## config.mk

```make
export PLATFORM = sky130hd
export DESIGN_NAME = aap_fetch_flat
export DESIGN_NICKNAME = d
export VERILOG_FILES = /design/src/rtl/aap_pkg.sv /design/src/rtl/aap_fetch_if.sv /design/src/rtl/aap_fetch.sv /design/src/flat_wrapper.sv
export SDC_FILE = /design/constraint.sdc
export NUM_CORES = 1
export LEC_CHECK = 0
export ABC_AREA = 1
export CAP_MARGIN = 20
export CORE_ASPECT_RATIO = 1.75
export CORE_UTILIZATION = 41
export CTS_CLUSTER_SIZE = 12
export DETAILED_ROUTE_END_ITERATION = 10
export HOLD_SLACK_MARGIN = 0.03
export PLACE_DENSITY = 0.78
export RECOVER_POWER = 25
export SLEW_MARGIN = 20
export SYNTH_ARGS = -nofsm -noshare
export SYNTH_HDL_FRONTEND = slang
export SYNTH_SLANG_ARGS = --single-unit
```

## constraint.sdc

```tcl
create_clock -name CLOCK_50 -period 2 [get_ports CLOCK_50]
set_input_delay 0.4 -clock CLOCK_50 [delete_from_list [all_inputs] [get_ports CLOCK_50]]
set_output_delay 0.4 -clock CLOCK_50 [all_outputs]
set_load 0.02 [all_outputs]
```

## src/rtl/aap_pkg.sv

```systemverilog
// Shared types and defaults for the AAP instruction fetch unit.
// Holds the fetch FSM encoding and instruction-format constants.
package aap_pkg;

   typedef enum logic [2:0] {
      S_IDLE,
      S_REQ,
      S_LO,
      S_HI,
      S_OUT
   } state_t;

   localparam int PC_W_DEF      = 16;
   localparam int RESET_PC_DEF  = 0;
   localparam int INSN_LONG_BIT = 15;

endpackage

```

## src/rtl/aap_fetch_if.sv

```systemverilog
// Fetch unit bus bundle: instruction memory port, redirect input,
// and the valid/ready handshake towards the decoder.
interface aap_fetch_if
   import aap_pkg::*;
#(
   parameter int PC_W = PC_W_DEF
) ();

   logic            imem_rd;
   logic [PC_W-1:0] imem_addr;
   logic [15:0]     imem_rdata;

   logic            branch_valid;
   logic [PC_W-1:0] branch_target;

   logic            dec_ready;
   logic            fetch_valid;
   logic [31:0]     fetchoutput;
   logic [PC_W-1:0] fetch_pc;
   logic            fetch_long;

   modport master (
      output imem_rd,
      output imem_addr,
      input  imem_rdata,
      input  branch_valid,
      input  branch_target,
      input  dec_ready,
      output fetch_valid,
      output fetchoutput,
      output fetch_pc,
      output fetch_long
   );

   modport slave (
      input  imem_rd,
      input  imem_addr,
      output imem_rdata,
      output branch_valid,
      output branch_target,
      output dec_ready,
      input  fetch_valid,
      input  fetchoutput,
      input  fetch_pc,
      input  fetch_long
   );

endinterface

```

## src/rtl/aap_fetch.sv

```systemverilog
// AAP fetch unit: reads 16/32-bit instructions from a 1-cycle RAM
// and offers them to the decoder, with branch redirect support.
module aap_fetch
   import aap_pkg::*;
#(
   parameter int PC_W     = PC_W_DEF,
   parameter int RESET_PC = RESET_PC_DEF
) (
   input logic         CLOCK_50,
   input logic         reset,
   aap_fetch_if.master bus
);

   state_t          state;
   state_t          state_n;
   logic [PC_W-1:0] pc;
   logic [15:0]     word_lo;
   logic [15:0]     word_hi;
   logic            out_valid;
   logic [PC_W-1:0] out_pc;
   logic            out_long;
   logic            rd;
   logic [PC_W-1:0] addr;
   logic            is_long;

   assign is_long = bus.imem_rdata[INSN_LONG_BIT];

   // Next state and memory strobe; a redirect always restarts at S_REQ
   always_comb begin
      state_n = state;
      rd      = 1'b0;
      addr    = '0;
      unique case (state)
         S_IDLE: state_n = S_REQ;
         S_REQ: begin
            rd      = 1'b1;
            addr    = pc;
            state_n = S_LO;
         end
         S_LO: begin
            if (is_long) begin
               rd      = !bus.branch_valid;
               addr    = bus.branch_valid ? '0 : pc + PC_W'(1);
               state_n = S_HI;
            end else begin
               state_n = S_OUT;
            end
         end
         S_HI: state_n = S_OUT;
         S_OUT: begin
            if (bus.dec_ready) state_n = S_REQ;
         end
         default: state_n = S_IDLE;
      endcase
      if (bus.branch_valid) state_n = S_REQ;
   end

   // State, pc and registered decoder-side outputs
   always_ff @(posedge CLOCK_50 or negedge reset) begin
      if (!reset) begin
         state     <= S_IDLE;
         pc        <= PC_W'(RESET_PC);
         word_lo   <= '0;
         word_hi   <= '0;
         out_valid <= 1'b0;
         out_pc    <= '0;
         out_long  <= 1'b0;
      end else begin
         state <= state_n;
         if (bus.branch_valid) begin
            pc        <= bus.branch_target;
            out_valid <= 1'b0;
         end else begin
            unique case (state)
               S_LO: begin
                  word_lo <= bus.imem_rdata;
                  out_pc  <= pc;
                  if (!is_long) begin
                     word_hi   <= '0;
                     out_long  <= 1'b0;
                     out_valid <= 1'b1;
                  end
               end
               S_HI: begin
                  word_hi   <= bus.imem_rdata;
                  out_long  <= 1'b1;
                  out_valid <= 1'b1;
               end
               S_OUT: begin
                  if (bus.dec_ready) begin
                     out_valid <= 1'b0;
                     pc <= pc + (out_long ? PC_W'(2) : PC_W'(1));
                  end
               end
               default: ;
            endcase
         end
      end
   end

   assign bus.imem_rd     = rd;
   assign bus.imem_addr   = addr;
   assign bus.fetch_valid = out_valid;
   assign bus.fetchoutput = {word_hi, word_lo};
   assign bus.fetch_pc    = out_pc;
   assign bus.fetch_long  = out_long;

endmodule

```

## src/flat_wrapper.sv

```systemverilog
// flat-port wrapper written by rule: the top's interface ports become plain ports
module aap_fetch_flat import aap_pkg::*;
#(
   parameter int PC_W     = PC_W_DEF,
   parameter int RESET_PC = RESET_PC_DEF
)
  (CLOCK_50, reset, bus_imem_rd, bus_imem_addr, bus_imem_rdata, bus_branch_valid, bus_branch_target, bus_dec_ready, bus_fetch_valid, bus_fetchoutput, bus_fetch_pc, bus_fetch_long);
  aap_fetch_if #(.PC_W(PC_W)) bus_i ();
  input logic CLOCK_50;
  input logic reset;
  output wire logic [$bits(bus_i.imem_rd)-1:0] bus_imem_rd;
  output wire logic [$bits(bus_i.imem_addr)-1:0] bus_imem_addr;
  input wire logic [$bits(bus_i.imem_rdata)-1:0] bus_imem_rdata;
  input wire logic [$bits(bus_i.branch_valid)-1:0] bus_branch_valid;
  input wire logic [$bits(bus_i.branch_target)-1:0] bus_branch_target;
  input wire logic [$bits(bus_i.dec_ready)-1:0] bus_dec_ready;
  output wire logic [$bits(bus_i.fetch_valid)-1:0] bus_fetch_valid;
  output wire logic [$bits(bus_i.fetchoutput)-1:0] bus_fetchoutput;
  output wire logic [$bits(bus_i.fetch_pc)-1:0] bus_fetch_pc;
  output wire logic [$bits(bus_i.fetch_long)-1:0] bus_fetch_long;
  assign bus_imem_rd = bus_i.imem_rd;
  assign bus_imem_addr = bus_i.imem_addr;
  assign bus_i.imem_rdata = bus_imem_rdata;
  assign bus_i.branch_valid = bus_branch_valid;
  assign bus_i.branch_target = bus_branch_target;
  assign bus_i.dec_ready = bus_dec_ready;
  assign bus_fetch_valid = bus_i.fetch_valid;
  assign bus_fetchoutput = bus_i.fetchoutput;
  assign bus_fetch_pc = bus_i.fetch_pc;
  assign bus_fetch_long = bus_i.fetch_long;
  aap_fetch #(.PC_W(PC_W), .RESET_PC(RESET_PC)) u_core (.CLOCK_50(CLOCK_50), .reset(reset), .bus(bus_i));
endmodule
```

==> summary.md <==
| Metric | Value |
|---|---|
| Endpoints failing setup | `16` |
| Final hold violation count | `0` |
| Design Area, Final | `5710 sq um` |
| CTS tree | `yes` |
| Post-synthesis sequential area ratio | `48.6%` |
| Overall power | `7290 uW` |
| Post-CTS Hold Fix Bufs | `0` |
| Vias in the first global route | `3,866` |
| Crit-path max cell delay | `0.39 ns` |
| Core ar. | `8370 sq um` |
| Minimum clock period | `2.16 ns` |
| Layout cells sized above 1 | `25.8%` |
| Clk pin slew, worst setup/hold paths | `0.06 ns` |
| Final WL | `11.9 mm` |
| IO Pins | `103` |
| Setup CP Type | `reg -> out` |
| Avg WL per Cell | `16.0 um` |
| Max clock buf depth | `2` |
| Critical path arrival | `1.76 ns` |
| Post-route ant nets | `0` |
| Total GRT Usage | `26.5%` |
| DRT Pass-1 Iters | `5` |
| Failing checks | `max-capacitance violations, max-slew violations, negative setup slack` |
| Clock Skews | `0.00582 ns` |
| RD Place Congestion | `0.949` |
| First-pass GRT wire length | `18.3 mm` |
| Vias per cell | `5.20` |
| I/O Buffers | `102` |
| Worst Slack Setup Final | `-0.161 ns` |
| Largest net degree at the start of global routing | `70` |
| Cell family with most CP delay | `buffers and inverters` |
| CTS Sinks | `69` |
| Synth Area per Inst | `7.84 sq um` |
| Dpl hpwl | `8.36 mm` |
| Max Clk Rate | `0.463 GHz` |
| TritonCTS buffer count | `9` |
| Worst Hold Class | `reg -> reg` |
| Part of the cycle the worst path needs | `108%` |
| DRC Markers | `0` |
| DRT iter0 DRCs | `315` |
| Grt ovf | `0` |
| Full die area | `9050 sq um` |
| Slew @ Worst Pin | `1.68 ns` |
| Hold Slack | `0.479 ns` |
| Leakage | `0.00273 uW` |
| R2r worst-path depth | `11` |
| Area growth syn-to-layout | `60.6%` |
| Most frequent cells in the layout | `nand2_1, clkdlybuf4s50_1, buf_4` |
| FP Rows | `44` |
| Vias | `3,855` |
| RSZ-0062 raised after global routing | `true` |
| P per Cell Area | `1280 nW/um^2` |
| Synthesized flop and latch total | `69` |
| Post-route insts no fill | `742` |
| VDD IR max | `0.000527 V` |
| Crit-path max FO | `3` |
| Cells after DPL | `720` |
| Worst Setup End Kind | `primary output` |
| Die Height | `125 um` |
| Worst Hold Depth | `2` |
| Worst-Skew Late Latency | `0.33 ns` |
| Commonest non-fill, non-tap cell in the layout | `nand2_1` |
| Max-cap viol count | `1` |
| Status | `complete, but fails checks` |
| H-tree Lvls | `3` |
| Max Slew Vio Count | `70` |
| Slowest stage cell, crit path | `dfrtp_1` |
| Critical path depth in cells | `8` |
| Nets | `664` |
| Worst setup SP type | `flop` |
| Initial antenna violation count | `0` |
| Synth cell types | `31` |
| CP dominant cell by count | `buf_4` |
| Required time of the critical path | `1.60 ns` |
| Yosys warnings | `0` |
| Diode count | `0` |
| Root Buffer Master | `clkbuf_16` |
| Net Count, Synth | `493` |
| Worst slew margin | `-12.3%` |
| Initial core utilization | `42.4%` |
| Placed inst area | `5170 sq um` |
| DIE WIDTH | `72.4 um` |
| Area of the mapped netlist | `3550 sq um` |
| Post-Syn Instances | `453` |
| Worst path bufs/invs | `3` |
| Worst-path cell chain | `buf_4 > nand2_1 > nor2_4 > nand3_2 > buf_4 > o21ai_1 > o22ai_1 > buf_2` |
==> cell families (layout without fill, tap and decap cells) <==
group | after synthesis | in the layout | share of synthesized area (%)
adders and majority gates | 4 | 4 | 1.62
DFF | 69 | 69 | 48.6
and+or+nand+nor | 198 | 198 | 24.2
xor gates and xnor gates | 7 | 7 | 1.73
AOI/OAI and AO/OA | 104 | 104 | 15.5
buffers and inverters | 71 | 245 | 8.38
==> area by class of cell <==
type,instances,area [sq um]
clock buffers,9,225
clock inverters,5,77.6
fillers,682,2660
inverters,52,210
multi-input cells,313,1720
flip-flops and latches,69,1730
well taps,115,144
repair buffers,178,1600
repair inverters,1,8.76
==> through the flow <==
stage          setup WS [ns]  util [%]  setup TNS (ns)
2_1_floorplan         0.0488         -               0
3_3_place_gp          -0.713      61.8          -10.53
3_5_place_dp          -0.748      61.8          -11.27
4_1_cts               -0.165      66.6           -1.54
5_1_grt               -0.223      68.2           -2.87
6_report              -0.161      68.2           -1.70
==> worst min-delay path, stage by stage (launching register included) <==
cell     delay, ns
dfrtp_1       0.34
nand2_1       0.06
nand2_1       0.05
==> worst paths after layout <==
kind                                                     from                                 end  slack, ns
min reg2reg                u_core.bus.fetch_valid$_DFFE_PN0P_  u_core.bus.fetch_valid$_DFFE_PN0P_       0.48
min in group asynchronous                               reset       u_core.word_lo[4]$_DFFE_PN0P_       0.59
max                                  u_core.pc[1]$_DFFE_PN0P_                    bus_imem_addr[5]      -0.16
max in group asynchronous                               reset         u_core.state[1]$_DFFE_PN0P_       0.30
max reg2reg                          u_core.pc[0]$_DFFE_PN0P_           u_core.pc[10]$_DFFE_PN0P_       0.07
min                        u_core.bus.fetch_valid$_DFFE_PN0P_  u_core.bus.fetch_valid$_DFFE_PN0P_       0.48
==> routing by layer <==
layer | wire length, um | track usage [%] | part of all wire, % | vias up
met2 | 6270 | 45.8 | 53 | 172
met1 | 4460 | 28.9 | 38 | 1819
li1 | - | - | - | 1825
met5 | 0 | 0 | 0 | -
met3 | 645 | 4.67 | 5.4 | 39
met4 | 502 | 17.2 | 4.2 | 0
==> registers in the layout (all words and copies together) (netlist names) <==
| signal | flops |
|---|---|
| u_core.word_hi | 16 |
| u_core.bus.fetch_long | 1 |
| u_core.word_lo | 16 |
| u_core.bus.fetch_valid | 1 |
| u_core.state | 3 |
| u_core.bus.fetch_pc | 16 |
| u_core.pc | 16 |
==> cells in the mapped netlist <==
master,number,share of area [%]
a22oi_1,1,0.21
nor2_2,5,0.88
o31ai_1,2,0.42
nor3_1,1,0.14
dfrtp_1,69,49
nand2_1,116,12
nand4_1,8,1.4
o21ai_1,32,4.5
a31oi_1,1,0.18
a21oi_1,13,1.8
fa_1,1,0.56
o21ai_2,1,0.25
xor2_1,6,1.5
inv_1,45,4.8
nand2_4,1,0.32
o22ai_1,9,1.6
clkbuf_2,1,0.14
nor3_4,1,0.46
inv_2,7,0.74
buf_2,12,1.7
clkbuf_1,3,0.32
o21ai_0,43,6.1
nor2_4,3,0.95
buf_6,1,0.32
xnor2_1,1,0.25
buf_4,2,0.42
o211ai_1,2,0.42
nand3_1,28,3.9
nor2_1,33,3.5
ha_1,3,1.1
nand2_2,2,0.35
==> power by group <==
group          switching, uW  internal (uW)
Combinational           1830           1600
Sequential               325           1890
Clock                    577           1070
Total                   2730           4560
==> repair_timing <==
item / 4_1_cts / 5_1_grt
setup endpoints to repair: 17 / 17
pin swaps: 5 / 11
setup buffers: 2 / 5
gates resized for setup: 119 / 34
hold endpoints to repair: 0 / 0
cloned: 0 / 1
Note: power is estimated with default switching activity, not from simulation.
